==> config.mk <==
export PLATFORM = sky130hd
export DESIGN_NAME = avmm_stream_bridge_flat
export DESIGN_NICKNAME = d
export VERILOG_FILES = /design/src/rtl/avmm_stream_bridge_if.sv /design/src/rtl/avmm_stream_bridge.sv /design/src/flat_wrapper.sv
export SDC_FILE = /design/constraint.sdc
export NUM_CORES = 1
export LEC_CHECK = 0
export ABC_AREA = 1
export CAP_MARGIN = 5
export CORE_ASPECT_RATIO = 1.5
export CORE_UTILIZATION = 50
export CTS_BUF_LIST = sky130_fd_sc_hd__clkbuf_4
export DETAILED_ROUTE_END_ITERATION = 6
export MAX_ROUTING_LAYER = met4
export PLACE_DENSITY = 0.76
export SYNTH_ARGS = -nofsm -noshare
export SYNTH_HDL_FRONTEND = slang
export SYNTH_SLANG_ARGS = --single-unit
==> constraint.sdc <==
create_clock -name clk_i -period 11.8 [get_ports clk_i]
set_clock_uncertainty 0.1 [all_clocks]
set_input_delay 2.36 -clock clk_i [delete_from_list [all_inputs] [get_ports clk_i]]
set_output_delay 2.36 -clock clk_i [all_outputs]
set_load 0.02 [all_outputs]
==> src/rtl/avmm_stream_bridge_if.sv <==
// avalon_mm_if: Avalon-MM register bus between one master and one slave.
//   address[3:0]    word address (master -> slave)
//   write           write strobe (master -> slave)
//   writedata[31:0] write data (master -> slave)
//   read            read strobe (master -> slave)
//   waitrequest     slave stall; master holds address/writedata while high
//   readdata[31:0]  read response data (slave -> master)
//   readdatavalid   one-cycle pulse qualifying readdata (slave -> master)
interface avalon_mm_if;
  logic [3:0]  address;
  logic        write;
  logic [31:0] writedata;
  logic        read;
  logic        waitrequest;
  logic [31:0] readdata;
  logic        readdatavalid;

  modport master (
    output address, write, writedata, read,
    input  waitrequest, readdata, readdatavalid
  );

  modport slave (
    input  address, write, writedata, read,
    output waitrequest, readdata, readdatavalid
  );
endinterface

==> src/rtl/avmm_stream_bridge.sv <==
// avmm_stream_bridge: Avalon-MM slave that pushes words written to DATA into
// a show-ahead FIFO, which drains to a valid/ready stream.
//   clk_i        single clock
//   rst_n_i      asynchronous active-low reset
//   csr_if       Avalon-MM slave port (DATA/STATUS/CONTROL/SCRATCH/TX_COUNT)
//   out_data_o   FIFO head word (0 while empty)
//   out_valid_o  head word valid (enable & !empty)
//   out_ready_i  downstream accepts the head word
// Register map: 0x0 DATA (W), 0x1 STATUS (RO), 0x2 CONTROL (RW),
// 0x3 SCRATCH (RW), 0x4 TX_COUNT (RO), 0x5..0xF read 0 / writes ignored.
module avmm_stream_bridge #(
  parameter int FIFO_DEPTH   = 16,
  parameter bit RESET_ENABLE = 1'b0
) (
  input  logic        clk_i,
  input  logic        rst_n_i,
  avalon_mm_if.slave  csr_if,
  output logic [31:0] out_data_o,
  output logic        out_valid_o,
  input  logic        out_ready_i
);

  localparam int         AW      = (FIFO_DEPTH > 1) ? $clog2(FIFO_DEPTH) : 1;
  localparam logic [8:0] DEPTH_C = 9'(FIFO_DEPTH);

  logic [31:0]   r_mem [FIFO_DEPTH];
  logic [AW-1:0] r_wptr;
  logic [AW-1:0] r_rptr;
  logic [8:0]    r_count;
  logic          r_enable;
  logic [31:0]   r_scratch;
  logic [31:0]   r_tx_count;
  logic [31:0]   r_rdata;
  logic          r_rdvalid;

  logic          w_full;
  logic          w_empty;
  logic          w_data_wr;
  logic          w_push;
  logic          w_pop;
  logic          w_ctrl_wr;
  logic          w_flush;
  logic          w_rd_acc;
  logic [31:0]   w_rd_mux;

  // full/empty come from the registered count only, so waitrequest never
  // depends combinationally on out_ready_i.
  assign w_full    = (r_count == DEPTH_C);
  assign w_empty   = (r_count == 9'd0);

  assign w_data_wr = csr_if.write & (csr_if.address == 4'h0);
  assign w_push    = w_data_wr & ~w_full;
  assign w_ctrl_wr = csr_if.write & (csr_if.address == 4'h2);
  assign w_flush   = w_ctrl_wr & csr_if.writedata[1];
  // A read issued together with a write is dropped.
  assign w_rd_acc  = csr_if.read & ~csr_if.write;

  assign csr_if.waitrequest   = w_data_wr & w_full;
  assign csr_if.readdata      = r_rdata;
  assign csr_if.readdatavalid = r_rdvalid;

  assign out_valid_o = r_enable & ~w_empty;
  assign w_pop       = out_valid_o & out_ready_i;
  // Memory is not reset; masking on empty keeps the output at 0 after reset.
  assign out_data_o  = w_empty ? 32'd0 : r_mem[r_rptr];

  always_comb begin
    w_rd_mux = 32'd0;
    case (csr_if.address)
      4'h1:    w_rd_mux = {14'd0, w_full, w_empty, 7'd0, r_count};
      4'h2:    w_rd_mux = {31'd0, r_enable};
      4'h3:    w_rd_mux = r_scratch;
      4'h4:    w_rd_mux = r_tx_count;
      default: w_rd_mux = 32'd0;
    endcase
  end

  always_ff @(posedge clk_i) begin
    if (w_push) begin
      r_mem[r_wptr] <= csr_if.writedata;
    end
  end

  always_ff @(posedge clk_i or negedge rst_n_i) begin
    if (!rst_n_i) begin
      r_wptr     <= '0;
      r_rptr     <= '0;
      r_count    <= 9'd0;
      r_enable   <= RESET_ENABLE;
      r_scratch  <= 32'd0;
      r_tx_count <= 32'd0;
      r_rdata    <= 32'd0;
      r_rdvalid  <= 1'b0;
    end else begin
      // Flush wins over any pop in the same cycle; a flush cycle never
      // carries a push because the bus is busy with the CONTROL write.
      if (w_flush) begin
        r_wptr  <= '0;
        r_rptr  <= '0;
        r_count <= 9'd0;
      end else begin
        if (w_push) r_wptr <= r_wptr + 1'b1;
        if (w_pop)  r_rptr <= r_rptr + 1'b1;
        case ({w_push, w_pop})
          2'b10:   r_count <= r_count + 9'd1;
          2'b01:   r_count <= r_count - 9'd1;
          default: r_count <= r_count;
        endcase
      end

      if (w_pop) r_tx_count <= r_tx_count + 32'd1;

      if (w_ctrl_wr) r_enable <= csr_if.writedata[0];
      if (csr_if.write && (csr_if.address == 4'h3)) r_scratch <= csr_if.writedata;

      // Read response: one-cycle pulse, data forced to 0 when idle.
      r_rdvalid <= w_rd_acc;
      r_rdata   <= w_rd_acc ? w_rd_mux : 32'd0;
    end
  end

endmodule

==> src/flat_wrapper.sv <==
// flat-port wrapper written by rule: the top's interface ports become plain ports
module avmm_stream_bridge_flat 
#(
  parameter int FIFO_DEPTH   = 16,
  parameter bit RESET_ENABLE = 1'b0
)
  (clk_i, rst_n_i, out_data_o, out_valid_o, out_ready_i, csr_if_address, csr_if_write, csr_if_writedata, csr_if_read, csr_if_waitrequest, csr_if_readdata, csr_if_readdatavalid);
  avalon_mm_if csr_if_i ();
  input  logic clk_i;
  input  logic rst_n_i;
  output logic [31:0] out_data_o;
  output logic out_valid_o;
  input  logic out_ready_i;
  input wire logic [$bits(csr_if_i.address)-1:0] csr_if_address;
  input wire logic [$bits(csr_if_i.write)-1:0] csr_if_write;
  input wire logic [$bits(csr_if_i.writedata)-1:0] csr_if_writedata;
  input wire logic [$bits(csr_if_i.read)-1:0] csr_if_read;
  output wire logic [$bits(csr_if_i.waitrequest)-1:0] csr_if_waitrequest;
  output wire logic [$bits(csr_if_i.readdata)-1:0] csr_if_readdata;
  output wire logic [$bits(csr_if_i.readdatavalid)-1:0] csr_if_readdatavalid;
  assign csr_if_i.address = csr_if_address;
  assign csr_if_i.write = csr_if_write;
  assign csr_if_i.writedata = csr_if_writedata;
  assign csr_if_i.read = csr_if_read;
  assign csr_if_waitrequest = csr_if_i.waitrequest;
  assign csr_if_readdata = csr_if_i.readdata;
  assign csr_if_readdatavalid = csr_if_i.readdatavalid;
  avmm_stream_bridge #(.FIFO_DEPTH(FIFO_DEPTH), .RESET_ENABLE(RESET_ENABLE)) u_core (.clk_i(clk_i), .rst_n_i(rst_n_i), .csr_if(csr_if_i), .out_data_o(out_data_o), .out_valid_o(out_valid_o), .out_ready_i(out_ready_i));
endmodule
==> results_dict.tcl, run 1 <==
set metrics [dict create \
    synth_xor_area_share_pct 0.6677 \
    synth_compound_area_share_pct 8.294 \
    postCtsSetupBuffers 0 \
    ir_worst_vdd_mv 0.1421 \
    clock-sinks 627 \
    total_power_w 0.006180 \
    synth-edff-count 512 \
    hold_path.class "reg -> reg" \
    portBuffers 107 \
    seq_area_frac_synth_pct 69.58 \
    htreeDepth 4 \
    ys_seq_elements 627 \
    critical_path.max_fanout 100 \
    netlist_area_mm2 0.02623 \
    cp_slowest_cell "dfrtp_4" \
    die_x_um 189.0 \
    rsz0062_at_grt "false" \
    core_area_mm2 0.05169 \
    crit_chain "buf_4, buf_4, o21ai_0, o22ai_1, nand2_1, nand2_1, nand2_1, nor2_1, clkdlybuf4s50_1" \
    die-area_mm2 0.05340 \
    clkLatencyLatePin_ns 0.83 \
    crit_type "reg -> out" \
    final_cell_mix "nand2_1, edfxtp_1, nor2_1" \
    num_rows 102 \
    setup-tns-final_ns 0 \
    path_delay_family "buffers and inverters" \
    drtPass1Iterations 6 \
    drv_slew 0 \
    drt-initial-drc-count 1665 \
    cts_inserted_buffers 139 \
    cp.arrival_ns 5.38 \
    post-dp-hpwl_um 36990 \
    vias 18220 \
    slowest_delay_ns 1.06 \
    overflow 0 \
    drv_cap 0 \
    antenna_found_initial 1 \
    muxShareOfSynthArea_pct 2.552 \
    drtAntennaViolNets 0 \
    worst-slew-pin-transition_ns 1.153 \
    grt_max_degree 131 \
    endpoint_kind "output port" \
    cellLeakagePower_nw 11.10 \
    viasPerCell 5.650 \
    grt_pass1_wl_um 100800 \
    grt_pass1_vias 18914 \
    hold_buffers 0 \
    final_nets 2496 \
    synth_fp_nets 2342 \
    outcome "complete, no violations" \
    async_flop_share_pct 18.34 \
    yosysTopAreaCellShare_pct 58.61 \
    worstPathRequired_ns 9.34 \
    crit_top_cell "nand2_1" \
    netlist_top_cells_area "edfxtp_1, dfrtp_1, nand2_1, nor2_1, a21oi_1" \
    power_per_cell_area_mw_per_mm2 208.5 \
    whs_ns 0.3966 \
    drive_gt1_share_pct 11.77 \
    hold_violations 0 \
    die_h_um 282.5 \
    avgSynthCellArea_um2 11.45 \
    placed_cell_area_mm2 0.02778 \
    cp_num_buf_inv 3 \
    fin_crit_ns 7.838 \
    finalCritPeriodShare_pct 66.42 \
    drc 0 \
    cts_tree "done" \
    synth_warnings 0 \
    postRouteWirelength_um 65100 \
    synth_top_family_by_area "simple AND/OR/NAND/NOR gates" \
    post_cts_resized 0 \
    cp-start-kind "flip-flop" \
    layout_commonest_cell "nand2_1" \
    fmax_ghz 0.1276 \
    synth_flop_cell "edfxtp_1" \
    cts_max_path_buffers 3 \
    slew_headroom_pct 22.96 \
    grt_usage_pct 25.47 \
    stdcell_area_mm2 0.02964 \
    syn_inst 2291 \
    gp_congestion 0.9227 \
    synth-adder-area-share_pct 0.4770 \
    synthDistinctLibCells 37 \
    routedWlPerCell_um 20.18 \
    yosys.area_share.simple_pct 14.64 \
    finalSetupViolCount 0 \
    cts.clk_slew.worst_paths_ns 0.08 \
    yosysTopAreaCell "edfxtp_1" \
    ios 108 \
    syn_to_final_growth_pct 13.00 \
    clockRootBuffer "clkbuf_4" \
    start_util_pct 50.75 \
]
==> sequential cells by signal, indices dropped and copies added, names as in the netlist <==
signal,cells
u_core.r_rptr,4
u_core.r_count,9
u_core.r_wptr,4
u_core.csr_if.readdatavalid,1
u_core.r_mem,512
u_core.csr_if.readdata,32
u_core.r_tx_count,32
u_core.r_enable,1
u_core.r_scratch,32
==> cells in the mapped netlist (4+ instances only) <==
master and count:
nand2_1 592, nand3_1 44, inv_2 5, o21ai_1 61, buf_4 8, clkbuf_1 46, buf_2 45, o21ai_0 123
o221ai_1 6, buf_6 17, ha_1 10, nand3b_1 6, nor2_1 222, xor2_1 15, dfrtp_1 115, nand4_1 25
edfxtp_1 512, nor3_1 51, o22ai_1 67, buf_1 5, mux2i_1 32, mux2_1 12, mux2_2 19, xnor2_1 5
a21oi_1 151, nor2_2 4, inv_1 78
==> stage by stage <==
stage / worst slack, ns / instances / util (%)
floorplan: 5.977 / 2291 / -
global placement: 4.601 / 2980 / 53.75
detailed placement: 4.554 / 2980 / 53.75
CTS: 3.931 / 3224 / 57.35
global route: 3.610 / 3225 / 57.35
finish: 3.962 / 3225 / 57.35
==> cell families (layout without fill, tap and decap cells) <==
family                   Yosys count  count (layout)
other                              0               1
XOR/XNOR                          20              20
multiplexers                      63              63
buffers and inverters            207             464
flip-flops                       627             627
adder cells (fa/ha/maj)           10              10
AO/OA/AOI/OAI                    412             412
AND/OR/NAND/NOR                  952             952
==> cell type report <==
type                    count  area, um2
diodes                      1      2.502
clock buffers             196       1471
clock inverters            48      387.9
fillers                  4140      22040
inverters                  86      327.8
multi-input cells        1457       7079
flip-flops and latches    627      18260
well taps                 676      845.8
repair buffers            134       1271
==> routing by layer <==
| layer | up-vias | wire length (um) | GRT usage, % |
|---|---|---|---|
| li1 | 8381 | - | - |
| met1 | 8819 | 24400 | 28.88 |
| met2 | 855 | 33390 | 42.83 |
| met3 | 165 | 4505 | 4.392 |
| met4 | 0 | 2802 | 14.25 |
| met5 | - | 0 | - |
==> power by group <==
part	switching [W]	total [W]	internal, W
Combinational	0.00122	0.00186	0.000636
Clock	0.000819	0.00174	0.000924
Sequential	0.000109	0.00258	0.00247
Total	0.00215	0.00618	0.00403
==> worst paths after layout <==
kind | start | to | slack, ns | cells after the start
min reg2reg | u_core.r_scratch[30]$_DFFE_PN0P_ | u_core.r_scratch[30]$_DFFE_PN0P_ | 0.40 | 1
min in group asynchronous | rst_n_i | u_core.csr_if.readdata[25]$_DFF_PN0_ | 1.57 | 1
max | u_core.r_rptr[0]$_DFFE_PN0P_ | out_data_o[31] | 3.96 | 9
max in group asynchronous | rst_n_i | u_core.r_rptr[0]$_DFFE_PN0P_ | 8.86 | 2
min | u_core.r_scratch[30]$_DFFE_PN0P_ | u_core.r_scratch[30]$_DFFE_PN0P_ | 0.40 | 1
max reg2reg | u_core.r_count[0]$_DFFE_PN0P_ | u_core.r_count[6]$_DFFE_PN0P_ | 7.48 | 19
Note: power is estimated with default switching activity, not from simulation.
==> run 2: changes to the inputs <==
--- a/config.mk
+++ b/config.mk
@@ -12,7 +12,7 @@
 export CTS_BUF_LIST = sky130_fd_sc_hd__clkbuf_4
 export DETAILED_ROUTE_END_ITERATION = 6
 export MAX_ROUTING_LAYER = met4
-export PLACE_DENSITY = 0.76
+export PLACE_DENSITY = 0.78
 export SYNTH_ARGS = -nofsm -noshare
 export SYNTH_HDL_FRONTEND = slang
 export SYNTH_SLANG_ARGS = --single-unit
==> constraint.sdc (replaced) <==
create_clock -name clk_i -period 6.41 [get_ports clk_i]
set_clock_uncertainty 0.1 [all_clocks]
set_input_delay 1.282 -clock clk_i [delete_from_list [all_inputs] [get_ports clk_i]]
set_output_delay 1.282 -clock clk_i [all_outputs]
set_load 0.02 [all_outputs]
==> run 2 against run 1 <==
Against the previous run:
- non-clock buffer count rose by 7
- first-iteration DRC count increased by 3.4%
- clock power up 89%
- global-route usage up 0.40 points
- combinational power up 83%
- cell count rose by 0.43%
- total power increased by 86%
- routed wire length increased by 1.3%
- via count rose by 1.1%
- setup slack got worse by 3.3 ns
==> results_dict.tcl, run 2 (synthesis gave the netlist of run 1 again) <==
set metrics [dict create \
    antenna_found_initial 1 \
    layout_setup_ws_ns 0.6522 \
    reg2reg_from "u_core.r_count[0]$_DFFE_PN0P_" \
    gr-usage-met1_pct 29.98 \
    drtPass1Iterations 6 \
    endpoint_kind "output port" \
    ir_worst_vdd_mv 0.3225 \
    placed_cells 2987 \
    vias 18424 \
    cts_tree "done" \
    die-area_mm2 0.05340 \
    rsz0062_at_grt "false" \
    finalCritPeriodShare_pct 89.83 \
    power_per_cell_area_mw_per_mm2 385.4 \
    crit_chain "buf_4, o21ai_0, o22ai_1, nand2_1, nand2_1, nand2_1, nor2_1, clkdlybuf4s50_1" \
    setup-tns-final_ns 0 \
    die_h_um 282.5 \
    worst-slew-pin-transition_ns 1.272 \
    holdCritStartpoint "u_core.r_scratch[30]$_DFFE_PN0P_" \
    critical_path.startpoint "u_core.r_rptr[0]$_DFFE_PN0P_" \
    grt_pass1_vias 18721 \
    postCtsSetupBuffers 0 \
    slowest_delay_ns 1.02 \
    finalSetupViolCount 0 \
    drv_cap 0 \
    grt_max_degree 99 \
    cp.arrival_ns 4.38 \
    grtUsageMet2_pct 44.14 \
    drt-initial-drc-count 1721 \
    overflow 0 \
    hold_path.class "reg -> reg" \
    worstPathRequired_ns 5.03 \
    portBuffers 107 \
    largest_register_ffs 512 \
    clock-sinks 627 \
    fin_crit_ns 5.758 \
    crit_top_cell "nand2_1" \
    dpl_worst_slack_ns 1.462 \
    grt-busiest-layer "met2" \
    drv_slew 0 \
    postRouteWirelength_um 65970 \
    top_register "u_core.r_mem" \
    hold_buffers 0 \
    cellLeakagePower_nw 11.18 \
    drtAntennaViolNets 0 \
    cp-start-kind "flip-flop" \
    crit_type "reg -> out" \
    fillerInstances 4072 \
    die_x_um 189.0 \
    htreeDepth 4 \
    cts_max_path_buffers 3 \
    num_rows 102 \
    outcome "complete, no violations" \
    grt_usage_pct 25.87 \
    slew_headroom_pct 15.00 \
    clkLatencyLatePin_ns 0.90 \
    drive_gt1_share_pct 12.26 \
    ios 108 \
    final_nets 2509 \
    cts_inserted_buffers 145 \
    syn_to_final_growth_pct 13.53 \
    critical_path.max_fanout 86 \
    clockRootBuffer "clkbuf_4" \
    post_cts_resized 0 \
    hold_violations 0 \
    grt_pass1_wl_um 101400 \
    routedWlPerCell_um 20.37 \
    drc 0 \
    cts.clk_slew.worst_paths_ns 0.07 \
    start_util_pct 50.75 \
    placed_cell_area_mm2 0.02786 \
    stdcell_area_mm2 0.02978 \
    fmax_ghz 0.1737 \
    gp_congestion 0.9425 \
    viasPerCell 5.688 \
    fin_cells 3239 \
    post-dp-hpwl_um 38260 \
    total_power_w 0.01148 \
    final_cell_mix "nand2_1, edfxtp_1, nor2_1" \
    cp_slowest_cell "dfrtp_4" \
    layout_commonest_cell "nand2_1" \
    rrSetupSlack_ns 2.01 \
    core_area_mm2 0.05169 \
    use_met3_pct 3.672 \
]
-- run 2: cell types whose count changed in the layout (fill, tap and decap cells not counted), sizes merged --
cell      change
clkbuf        +9
buf           +7
clkinv        -2
clkinvlp      -1
diode         +1
-- run 2: worst max-delay path: cells and delay by family, from the launching register on --
kind | cells | cell delay (ns)
and+or+nand+nor | 4 | 0.48
AOI/OAI and AO/OA | 2 | 0.43
buffers and inverters | 2 | 1.50
DFF | 1 | 1.02
-- run 2: power breakdown --
part / leakage (nW) / internal (W) / switching [W]
Combinational: 3.95 / 0.00118 / 0.00223
Clock: 1.12 / 0.00176 / 0.00152
Sequential: 6.11 / 0.00455 / 0.000242
Total: 11.2 / 0.00748 / 0.00400
-- run 2: final cells by class --
class	count	area, um2	area share, %
well taps	676	845.8	2.840
repair buffers	141	1349	4.529
clock inverters	45	379.1	1.273
flip-flops and latches	627	18260	61.30
inverters	86	327.8	1.101
diodes	2	5.005	0.01680
clock buffers	205	1539	5.167
multi-input cells	1457	7079	23.77
-- run 2: final timing paths --
path                                                    end  depth (start not counted)
setup / recovery                              out_data_o[7]                          8
hold / removal             u_core.r_scratch[30]$_DFFE_PN0P_                          1
setup reg to reg              u_core.r_count[6]$_DFFE_PN0P_                         19
hold reg to reg            u_core.r_scratch[30]$_DFFE_PN0P_                          1
max in group asynchronous      u_core.r_rptr[0]$_DFFE_PN0P_                          2
min in group asynchronous  u_core.r_scratch[25]$_DFFE_PN0P_                          1
-- run 2: layer usage --
layer / up-vias / routed length (um)
met5: - / 0
met4: 0 / 2496
met3: 173 / 4741
met2: 882 / 34090
met1: 8941 / 24640
li1: 8428 / -
-- run 2: per-stage QoR --
stage / hold WS, ns / util [%]
2_1_floorplan: 0.3646 / -
3_3_place_gp: 0.3749 / 53.90
3_5_place_dp: 0.3827 / 53.90
4_1_cts: 0.3967 / 57.61
5_1_grt: 0.4178 / 57.62
6_report: 0.3964 / 57.62
==> run 3: changes to the inputs <==
--- a/config.mk
+++ b/config.mk
@@ -5,14 +5,14 @@
 export SDC_FILE = /design/constraint.sdc
 export NUM_CORES = 1
 export LEC_CHECK = 0
-export ABC_AREA = 1
+export ABC_AREA = 0
 export CAP_MARGIN = 5
-export CORE_ASPECT_RATIO = 1.5
 export CORE_UTILIZATION = 50
 export CTS_BUF_LIST = sky130_fd_sc_hd__clkbuf_4
 export DETAILED_ROUTE_END_ITERATION = 6
+export DONT_BUFFER_PORTS = 1
 export MAX_ROUTING_LAYER = met4
-export PLACE_DENSITY = 0.78
+export PLACE_DENSITY = 0.76
 export SYNTH_ARGS = -nofsm -noshare
 export SYNTH_HDL_FRONTEND = slang
 export SYNTH_SLANG_ARGS = --single-unit
==> run 3 against run 2 <==
Against the previous run:
- first-iteration DRC count shrank 34%
- sequential power is 2% higher
- fmax grew 14%
- utilization shrank 1.4 points
- area after synthesis fell by 5.7%
- hold slack worse by 0.14 ns
- largest power group unchanged
- highest routed layer unchanged
==> results_dict.tcl, run 3 <==
set metrics [dict create \
    outcome "complete, no violations" \
    crit_type "reg -> out" \
    netlist_top_cells_area "edfxtp_1, mux4_2, dfrtp_1, mux2_2, xnor2_1" \
    seq_area_frac_synth_pct 73.75 \
    fin_util_pct 56.26 \
    antenna_found_initial 1 \
    htreeDepth 4 \
    crit_chain "buf_4, mux4_2, mux4_2, nor2b_1" \
    synth_warnings 0 \
    stdcell_area_mm2 0.02748 \
    routedWlPerCell_um 25.29 \
    hold_violations 0 \
    netlist_area_mm2 0.02475 \
    placed_cell_area_mm2 0.02554 \
    start_util_pct 50.66 \
    postCtsSetupBuffers 0 \
    die_x_um 224.5 \
    largest_register_ffs 512 \
    endpoint_kind "output port" \
    synthDistinctLibCells 51 \
    path_delay_family "multiplexers" \
    yosysTopAreaCellShare_pct 62.13 \
    avgSynthCellArea_um2 19.99 \
    worst-slew-pin-transition_ns 1.241 \
    grt_pass1_wl_um 80340 \
    cts_inserted_buffers 148 \
    async_flop_share_pct 18.34 \
    overflow 0 \
    core_area_mm2 0.04885 \
    syn_inst 1238 \
    cp_num_buf_inv 1 \
    cellLeakagePower_nw 9.235 \
    grt_usage_pct 22.73 \
    gp_congestion 0.8445 \
    top_register "u_core.r_mem" \
    total_power_w 0.01027 \
    fmax_ghz 0.1986 \
    ys_seq_elements 627 \
    finalSetupViolCount 0 \
    final_cell_mix "edfxtp_1, clkbuf_4, mux4_2" \
    cts_tree "done" \
    crit_top_cell "mux4_2" \
    die_h_um 224.5 \
    slew_headroom_pct 17.27 \
    synth_most_common_cell "edfxtp_1" \
    drv_slew 0 \
    post_cts_resized 0 \
    cp-start-kind "flip-flop" \
    clock-sinks 627 \
    synth_commonest_cells "edfxtp_1, mux4_2, dfrtp_1" \
    grt_pass1_vias 13165 \
    whs_ns 0.2579 \
    portBuffers 0 \
    synth-edff-count 512 \
    clockRootBuffer "clkbuf_4" \
    drc 0 \
    viasPerCell 5.893 \
    cts.clk_slew.worst_paths_ns 0.07 \
    ir_worst_vdd_mv 0.2041 \
    final_nets 1392 \
    worstPathRequired_ns 5.03 \
    critical_path.max_fanout 40 \
    cts_max_path_buffers 3 \
    fillerInstances 3671 \
    slowest_delay_ns 0.96 \
    ios 108 \
    finalCritPeriodShare_pct 78.56 \
    setup-tns-final_ns 0 \
    grt_max_degree 113 \
    syn_to_final_growth_pct 11.05 \
    hold_buffers 2 \
    synth_flop_cell "edfxtp_1" \
    yosysTopAreaCell "edfxtp_1" \
    cp.arrival_ns 3.65 \
    drtAntennaViolNets 0 \
    hold_path.class "in -> async" \
    postRouteWirelength_um 53570 \
    clkLatencyLatePin_ns 0.85 \
    rsz0062_at_grt "false" \
    layout_commonest_cell "edfxtp_1" \
    fin_crit_ns 5.036 \
    num_rows 81 \
    die-area_mm2 0.05039 \
    drive_gt1_share_pct 32.97 \
    drtPass1Iterations 5 \
    post-dp-hpwl_um 28720 \
    drv_cap 0 \
    drt-initial-drc-count 1140 \
    vias 12482 \
    synth_fp_nets 1289 \
    power_per_cell_area_mw_per_mm2 373.7 \
    cp_slowest_cell "dfrtp_4" \
]
[run 3: per-layer routing]
layer	wire length (um)	share of wire [%]	track usage, %	vias to the layer above
met1	21900	41	29.91	6600
met3	4298	8.0	5.983	91
met4	1147	2.1	8.492	0
met5	0	0	-	-
met2	26230	49	34.35	511
li1	-	-	-	5280
[run 3: power breakdown]
group / internal (W) / switching [W] / total, W
sequential: 0.00452 / 0.000353 / 0.00487
clock: 0.00169 / 0.00151 / 0.00320
combinational: 0.00115 / 0.00105 / 0.00219
[run 3: per-stage QoR]
step | worst slack, ns | std cells
2_1_floorplan | 0.7205 | 1238
3_3_place_gp | 1.688 | 1853
3_5_place_dp | 1.491 | 1853
4_1_cts | 1.217 | 2117
5_1_grt | 1.120 | 2118
6_report | 1.374 | 2118
[run 3: worst paths after layout]
check / startpoint / to / slack (ns) / cells past startpoint
hold / removal: rst_n_i / u_core.r_tx_count[25]$_DFFE_PN0P_ / 0.26 / 1
setup reg to reg: u_core.r_count[7]$_DFFE_PN0P_ / u_core.r_count[8]$_DFFE_PN0P_ / 2.13 / 13
hold reg to reg: u_core.r_tx_count[31]$_DFFE_PN0P_ / u_core.r_tx_count[31]$_DFFE_PN0P_ / 0.39 / 1
setup / recovery: u_core.r_rptr[0]$_DFFE_PN0P_ / out_data_o[2] / 1.37 / 4
min in group clk_i: u_core.r_tx_count[31]$_DFFE_PN0P_ / u_core.r_tx_count[31]$_DFFE_PN0P_ / 0.39 / 1
max in group asynchronous: rst_n_i / u_core.r_count[4]$_DFFE_PN0P_ / 5.27 / 1
[run 3: logic make-up after synthesis]
logic type	count (synthesis)	synth area share [%]
compound gates	60	1.835
xor+xnor	44	1.557
fa+ha+maj	10	0.5056
buf+inv	82	1.400
flops	627	73.76
mux	199	16.32
simple gates	216	4.631
[run 3: cell type report]
cell class / instances / area, um2 / share of cell area [%]
clock inverters: 42 / 251.5 / 0.9151
multi-input cells: 529 / 6221 / 22.64
diodes: 1 / 2.502 / 0.009106
clock buffers: 220 / 1652 / 6.010
flip-flops and latches: 627 / 18260 / 66.45
repair buffers: 22 / 212.7 / 0.7740
well taps: 664 / 830.8 / 3.023
inverters: 13 / 48.80 / 0.1776
